### src/rtl/seg_scroll_rx.sv
// Receive-side checker for the 5-digit scrolling 7-segment display: decodes each
// sampled frame, verifies it is a one-digit shift of the previous one, and rebuilds the message.
module seg_scroll_rx #(
    parameter int MAXLEN = 8
) (
    input  logic       ck,
    input  logic       rs,
    input  logic       en,
    input  logic [7:0] A,
    input  logic [7:0] B,
    input  logic [7:0] C,
    input  logic [7:0] D,
    input  logic [7:0] E,
    output logic [3:0] char_code,
    output logic       char_valid,
    output logic       msg_done,
    output logic [3:0] msg_len,
    output logic       shift_err,
    output logic       code_err,
    output logic       ovf_err,
    input  logic [3:0] rd_addr,
    output logic [3:0] rd_data
);

    localparam int         IW   = (MAXLEN > 1) ? $clog2(MAXLEN) : 1;
    localparam logic [3:0] MAXL = 4'(MAXLEN);

    typedef enum logic [1:0] {IDLE, ARMED, LOAD, DRAIN} state_t;

    state_t     state, state_nx;
    logic [3:0] len;
    logic [3:0] buffer [0:MAXLEN-1];
    logic [7:0] prev_a, prev_b, prev_c, prev_d;

    logic       all_ok, shift_ok, a_blank, rest_blank, all_blank;
    logic       cap, done, upd_prev, set_shift, set_code, set_ovf;
    logic [3:0] code_a, widx;

    function automatic logic [3:0] seg_code(input logic [7:0] seg);
        case (seg)
            8'h5B:   return 4'd1;
            8'h79:   return 4'd2;
            8'h5E:   return 4'd3;
            8'h40:   return 4'd4;
            8'h77:   return 4'd5;
            8'h3D:   return 4'd6;
            8'h73:   return 4'd7;
            8'h71:   return 4'd8;
            default: return 4'd0;
        endcase
    endfunction

    // Blank (00) is a legal pattern that decodes to code 0.
    function automatic logic seg_ok(input logic [7:0] seg);
        return (seg == 8'h00) || (seg_code(seg) != 4'd0);
    endfunction

    assign code_a     = seg_code(A);
    assign all_ok     = seg_ok(A) && seg_ok(B) && seg_ok(C) && seg_ok(D) && seg_ok(E);
    assign shift_ok   = (B == prev_a) && (C == prev_b) && (D == prev_c) && (E == prev_d);
    assign a_blank    = (A == 8'h00);
    assign rest_blank = (B == 8'h00) && (C == 8'h00) && (D == 8'h00) && (E == 8'h00);
    assign all_blank  = a_blank && rest_blank;
    assign widx       = (state == ARMED) ? 4'd0 : len;

    always_ff @(posedge ck) begin
        if (rs) state <= IDLE;
        else    state <= state_nx;
    end

    always_comb begin
        state_nx  = state;
        cap       = 1'b0;
        done      = 1'b0;
        upd_prev  = 1'b0;
        set_shift = 1'b0;
        set_code  = 1'b0;
        set_ovf   = 1'b0;
        if (en) begin
            if (!all_ok) begin
                // A bad pattern overrides everything; a shift mismatch in the same frame is still flagged.
                set_code = 1'b1;
                state_nx = IDLE;
                if ((state == LOAD || state == DRAIN) && !shift_ok) set_shift = 1'b1;
            end else begin
                upd_prev = 1'b1;
                case (state)
                    IDLE: if (all_blank) state_nx = ARMED;
                    ARMED: begin
                        if (!a_blank) begin
                            if (rest_blank) begin
                                cap      = 1'b1;
                                state_nx = LOAD;
                            end else begin
                                set_shift = 1'b1;
                                state_nx  = IDLE;
                            end
                        end
                    end
                    LOAD: begin
                        if (!shift_ok) begin
                            set_shift = 1'b1;
                            state_nx  = IDLE;
                            if (!a_blank && len == MAXL) set_ovf = 1'b1;
                        end else if (a_blank) begin
                            state_nx = DRAIN;
                        end else if (len == MAXL) begin
                            set_ovf  = 1'b1;
                            state_nx = IDLE;
                        end else begin
                            cap = 1'b1;
                        end
                    end
                    DRAIN: begin
                        if (!shift_ok || !a_blank) begin
                            set_shift = 1'b1;
                            state_nx  = IDLE;
                        end else if (all_blank) begin
                            // The terminating blank frame doubles as the arming frame.
                            done     = 1'b1;
                            state_nx = ARMED;
                        end
                    end
                    default: state_nx = IDLE;
                endcase
            end
        end
    end

    always_ff @(posedge ck) begin
        if (rs) begin
            len        <= 4'd0;
            char_code  <= 4'd0;
            char_valid <= 1'b0;
            msg_done   <= 1'b0;
            msg_len    <= 4'd0;
            shift_err  <= 1'b0;
            code_err   <= 1'b0;
            ovf_err    <= 1'b0;
            prev_a     <= 8'h00;
            prev_b     <= 8'h00;
            prev_c     <= 8'h00;
            prev_d     <= 8'h00;
            for (int i = 0; i < MAXLEN; i++) buffer[i] <= 4'd0;
        end else begin
            char_valid <= cap;
            msg_done   <= done;
            if (cap) begin
                buffer[widx[IW-1:0]] <= code_a;
                len                  <= widx + 4'd1;
                char_code            <= code_a;
            end
            if (done)      msg_len   <= len;
            if (set_shift) shift_err <= 1'b1;
            if (set_code)  code_err  <= 1'b1;
            if (set_ovf)   ovf_err   <= 1'b1;
            if (upd_prev) begin
                prev_a <= A;
                prev_b <= B;
                prev_c <= C;
                prev_d <= D;
            end
        end
    end

    always_comb begin
        rd_data = 4'd0;
        if (rd_addr < MAXL) rd_data = buffer[rd_addr[IW-1:0]];
    end

endmodule
### config.mk
export PLATFORM = sky130hd
export DESIGN_NAME = seg_scroll_rx
export DESIGN_NICKNAME = d
export VERILOG_FILES = /design/src/rtl/seg_scroll_rx.sv
export SDC_FILE = /design/constraint.sdc
export NUM_CORES = 1
export LEC_CHECK = 0
export ABC_AREA = 1
export BUFFER_PORTS_ARGS = -buffer_cell sky130_fd_sc_hd__buf_2
export CAP_MARGIN = 5
export CELL_PAD_IN_SITES_DETAIL_PLACEMENT = 0
export CELL_PAD_IN_SITES_GLOBAL_PLACEMENT = 2
export CORE_MARGIN = 1.5
export CORE_UTILIZATION = 29
export CTS_CLUSTER_DIAMETER = 30
export DETAILED_ROUTE_END_ITERATION = 12
export MAX_ROUTING_LAYER = met4
export PLACE_DENSITY = 0.86
export SYNTH_ARGS = -nofsm -noshare
export SYNTH_HDL_FRONTEND = slang
export SYNTH_SLANG_ARGS = --single-unit
### constraint.sdc
create_clock -name ck -period 2 [get_ports ck]
set_input_delay 0.2 -clock ck [delete_from_list [all_inputs] [get_ports ck]]
set_output_delay 0.2 -clock ck [all_outputs]
set_load 0.005 [all_outputs]
==> impl_metrics.csv <==
group,metric,value,unit
placed_design,gp_congestion,0.8666,
routing,drt.antenna.violating_nets,0,
routing,remaining_drc_errors,0,
synthesis,avgSynthCellArea,6.656,sq um
critical_path,crit_end,"buffer[4][2]$_SDFFCE_PN0P_",
power_and_ir_drop,p_comb_share,11.1,%
timing,setup-tns-final,-1.607,ns
timing,period_share,103.5,%
critical_path,startpoint,"prev_a[6]$_SDFFE_PP0P_",
clock_tree,cts-htree-levels,3,
layout,area_delta_synth_final,39.79,%
critical_path,r2r_cells,13,
synthesis,synth_warnings,0,
clock_tree,cts-root-buf,"clkbuf_16",
placed_design,dpl_worst_slack,-0.2457,ns
job,drv_cap,0,
critical_path,cp_data_arrival_time,2.13,ns
routing,vias,5145,
synthesis,syn_inst,744,
timing,slew_headroom,58.91,%
critical_path,path_class,"reg -> reg",
die,ioPinCount,64,
timing,worst_hold_slack,0.06332,ns
routing,drt-vias-per-instance,4.513,
grt,grt_pass1_vias,4943,
layout,drive_above_1_share,31.85,%
routing,drt-initial-drc-count,274,
layout,nNetsFinal,967,
timing,fin_crit,2.070,ns
clock_tree,clkSinkCount,83,
placed_design,hpwl,11.68,mm
routing,wl_per_cell,13.32,microns
synthesis,synth_simple_gate_area_share,35.95,%
status,outcome,"complete, but fails checks",
die,start_util,29.76,%
critical_path,r2r-start,"prev_a[6]$_SDFFE_PP0P_",
clock_tree,clk_pin_slew,0.06,ns
layout,final_common_cell,"nand2_1",
critical_path,start_kind,"flip-flop",
timing,fin_skew,0.006178,ns
critical_path,crit_fanout,6,
power_and_ir_drop,power_density,568.7,mW/mm^2
timing,tightest_slew,0.6117,ns
clock_tree,cts_hold_buffers,0,
layout,n_antenna_cell,0,
die,dieWidth,133.7,microns
synthesis,synth_xor_area_share,1.238,%
grt,grt-ovfl-total,0,
grt,grt_antenna_before_repair,0,
critical_path,regToRegEndpoint,"buffer[4][2]$_SDFFCE_PN0P_",
timing,rsz0062_at_grt,"true",
synthesis,synth_top_family_by_area,"simple AND/OR/NAND/NOR gates",
routing,first_pass_iters,5,
power_and_ir_drop,pwr-share-seq,45.6,%
timing,slew_violations,0,
synthesis,synth_largest_area_cell,"dfxtp_1",
synthesis,synth_top_area_share,20.62,%
timing,setup_viol_count_final,42,
die,placeableCoreArea,0.01664,sq mm
critical_path,required,2.06,ns
synthesis,synth_area,0.004952,sq mm
status,violations,"setup timing",
synthesis,syn_nets,796,
synthesis,muxShareOfSynthArea,0,%
power_and_ir_drop,ir_worst_vdd,0.0003590,V
synthesis,synth-compound-area-share,11.87,%
critical_path,cp-end-kind,"flip-flop",
clock_tree,cts_tree,"done",
worst_hold_path,hp-class,"in -> reg",
clock_tree,cts.path.max_buffers,2,
worst_hold_path,min_from,"rs",
synthesis,ys_seq_area_share,40.02,%
die,fp.dieH,133.7,microns
worst_hold_path,hold_depth,2,
timing,fmax,483.1,MHz
power_and_ir_drop,p_sw_share,25.38,%
timing,hold_viol_final,0,
routing,routed_wl,15.19,mm
die,rows,47,
power_and_ir_drop,p_switching,999.1,uW
critical_path,r2r_slack,-0.07,ns
grt,grt_max_degree,30,
timing,fin_ws,-0.07002,ns
placed_design,numPortBuffers,63,
layout,fill_cells,1794,
power_and_ir_drop,p_int,2.938,mW
clock_tree,insertion_delay,0.35,ns
synthesis,synth_fa_ha_area_share,1.263,%
synthesis,ys_seq_elements,83,
synthesis,ys_top_cells_by_area,"dfxtp_1 21%, edfxtp_1 19%, nand2_1 14%",
synthesis,yosysUniqueCellTypes,36,
die,die_area,0.01787,sq mm
clock_tree,cts_inserted_buffers,9,
grt,grt_pass1_wl,24.88,mm
layout,final_cell_mix,"164 x nand2_1, 127 x nor2_1, 108 x buf_4",
grt,grt_util_all_layers,18.36,%
power_and_ir_drop,clockPowerShare,43.3,%
power_and_ir_drop,p_leak,3.112,nW
## critical path: stages, from the launching register on
cell and delay, ns:
dfxtp_2 0.33, inv_2 0.06, nand2_2 0.05, nand2_2 0.08, nand2_1 0.05, nor2_1 0.10
nand2_1 0.08, nor2_2 0.16, nand3_2 0.16, a21oi_4 0.18, nand2_4 0.10, nor2_8 0.17
nand3_4 0.13, nand2_4 0.12
## repair_timing
| action | CTS | global route |
|---|---|---|
| endpoints found under the setup margin | 62 | 78 |
| setup buffers | 14 | 9 |
| resized for setup | 34 | 57 |
| pin swaps | 13 | 28 |
## through the flow
step                      total power [mW]  utilization [%]  std cells  cell area (sq um)
after floorplan                      2.038                -        744               4952
after global placement               2.259            37.49       1106               6240
after detailed placement             2.258            37.49       1106               6240
after CTS                            3.968            40.40       1136               6723
after global routing                 4.091            41.60       1140               6923
final                                3.937            41.60       1140               6923
## sequential cells by signal (all words and copies together), names as in the netlist
signal      cells
prev_c          8
prev_b          8
len             4
prev_d          8
code_err        1
char_valid      1
prev_a          8
state           2
buffer         32
char_code       4
msg_len         4
msg_done        1
shift_err       1
ovf_err         1
## power groups by stage
stage	registers, mW	logic [mW]	clock network, mW
6_report	1.80	0.436	1.70
5_1_grt	1.80	0.492	1.80
4_1_cts	1.80	0.433	1.74
3_5_place_dp	1.83	0.423	0
3_3_place_gp	1.83	0.425	0
2_1_floorplan	1.83	0.209	0
## per-layer routing
layer / global-route usage [%] / wire length (microns)
met5: - / 0
met4: 6.401 / 216
met3: 2.854 / 533
met2: 29.82 / 7072
met1: 23.24 / 7366
## layout make-up
type	instances	area, sq um	area share (%)
multi-input combinational	536	2700	39.00
clock buffer	10	229.0	3.307
timing repair buffer	180	1254	18.11
inverter	105	394.1	5.693
sequential	83	1998	28.86
tap	220	275.3	3.976
clock inverter	6	72.57	1.048
## Yosys cell counts
cell and count:
nand2_1 189, nor2_1 141, inv_1 95, o21ai_0 61, dfxtp_1 51, a21oi_1 42, edfxtp_1 32, nand3_1 24
nand4_1 16, clkbuf_1 15, nand3_2 9, nor3_1 9, nor2_2 7, clkinv_1 6, a31oi_1 5, ha_1 5
xnor2_1 5, inv_2 4, o22ai_1 4, buf_2 3, nand3b_1 3, nor2_4 3, xor2_1 2, a21oi_2 1
and3_1 1, buf_4 1, clkbuf_2 1, nand2_2 1, nand2_4 1, nand4_2 1, nor2_8 1, nor3_2 1
nor4_1 1, o21a_1 1, or2_1 1, or4_1 1
## cell families (layout without fill, tap and decap cells)
kind of cell / count (synthesis) / in the layout
xor gates and xnor gates: 7 / 7
AOI/OAI and AO/OA: 114 / 114
buffers and inverters: 125 / 301
adders and majority gates: 5 / 5
DFF: 83 / 83
and+or+nand+nor: 410 / 410
## worst min-delay path by stage
stage                                            to  slack [ns]
after floorplan              prev_b[3]$_SDFFE_PP0P_        0.35
after global placement    char_code[3]$_SDFFE_PP0P_        0.43
after detailed placement  char_code[3]$_SDFFE_PP0P_        0.43
after CTS                 char_code[3]$_SDFFE_PP0P_        0.06
after global routing      char_code[3]$_SDFFE_PP0P_        0.06
final                     char_code[3]$_SDFFE_PP0P_        0.06
Power figures use the tool's default switching activity.
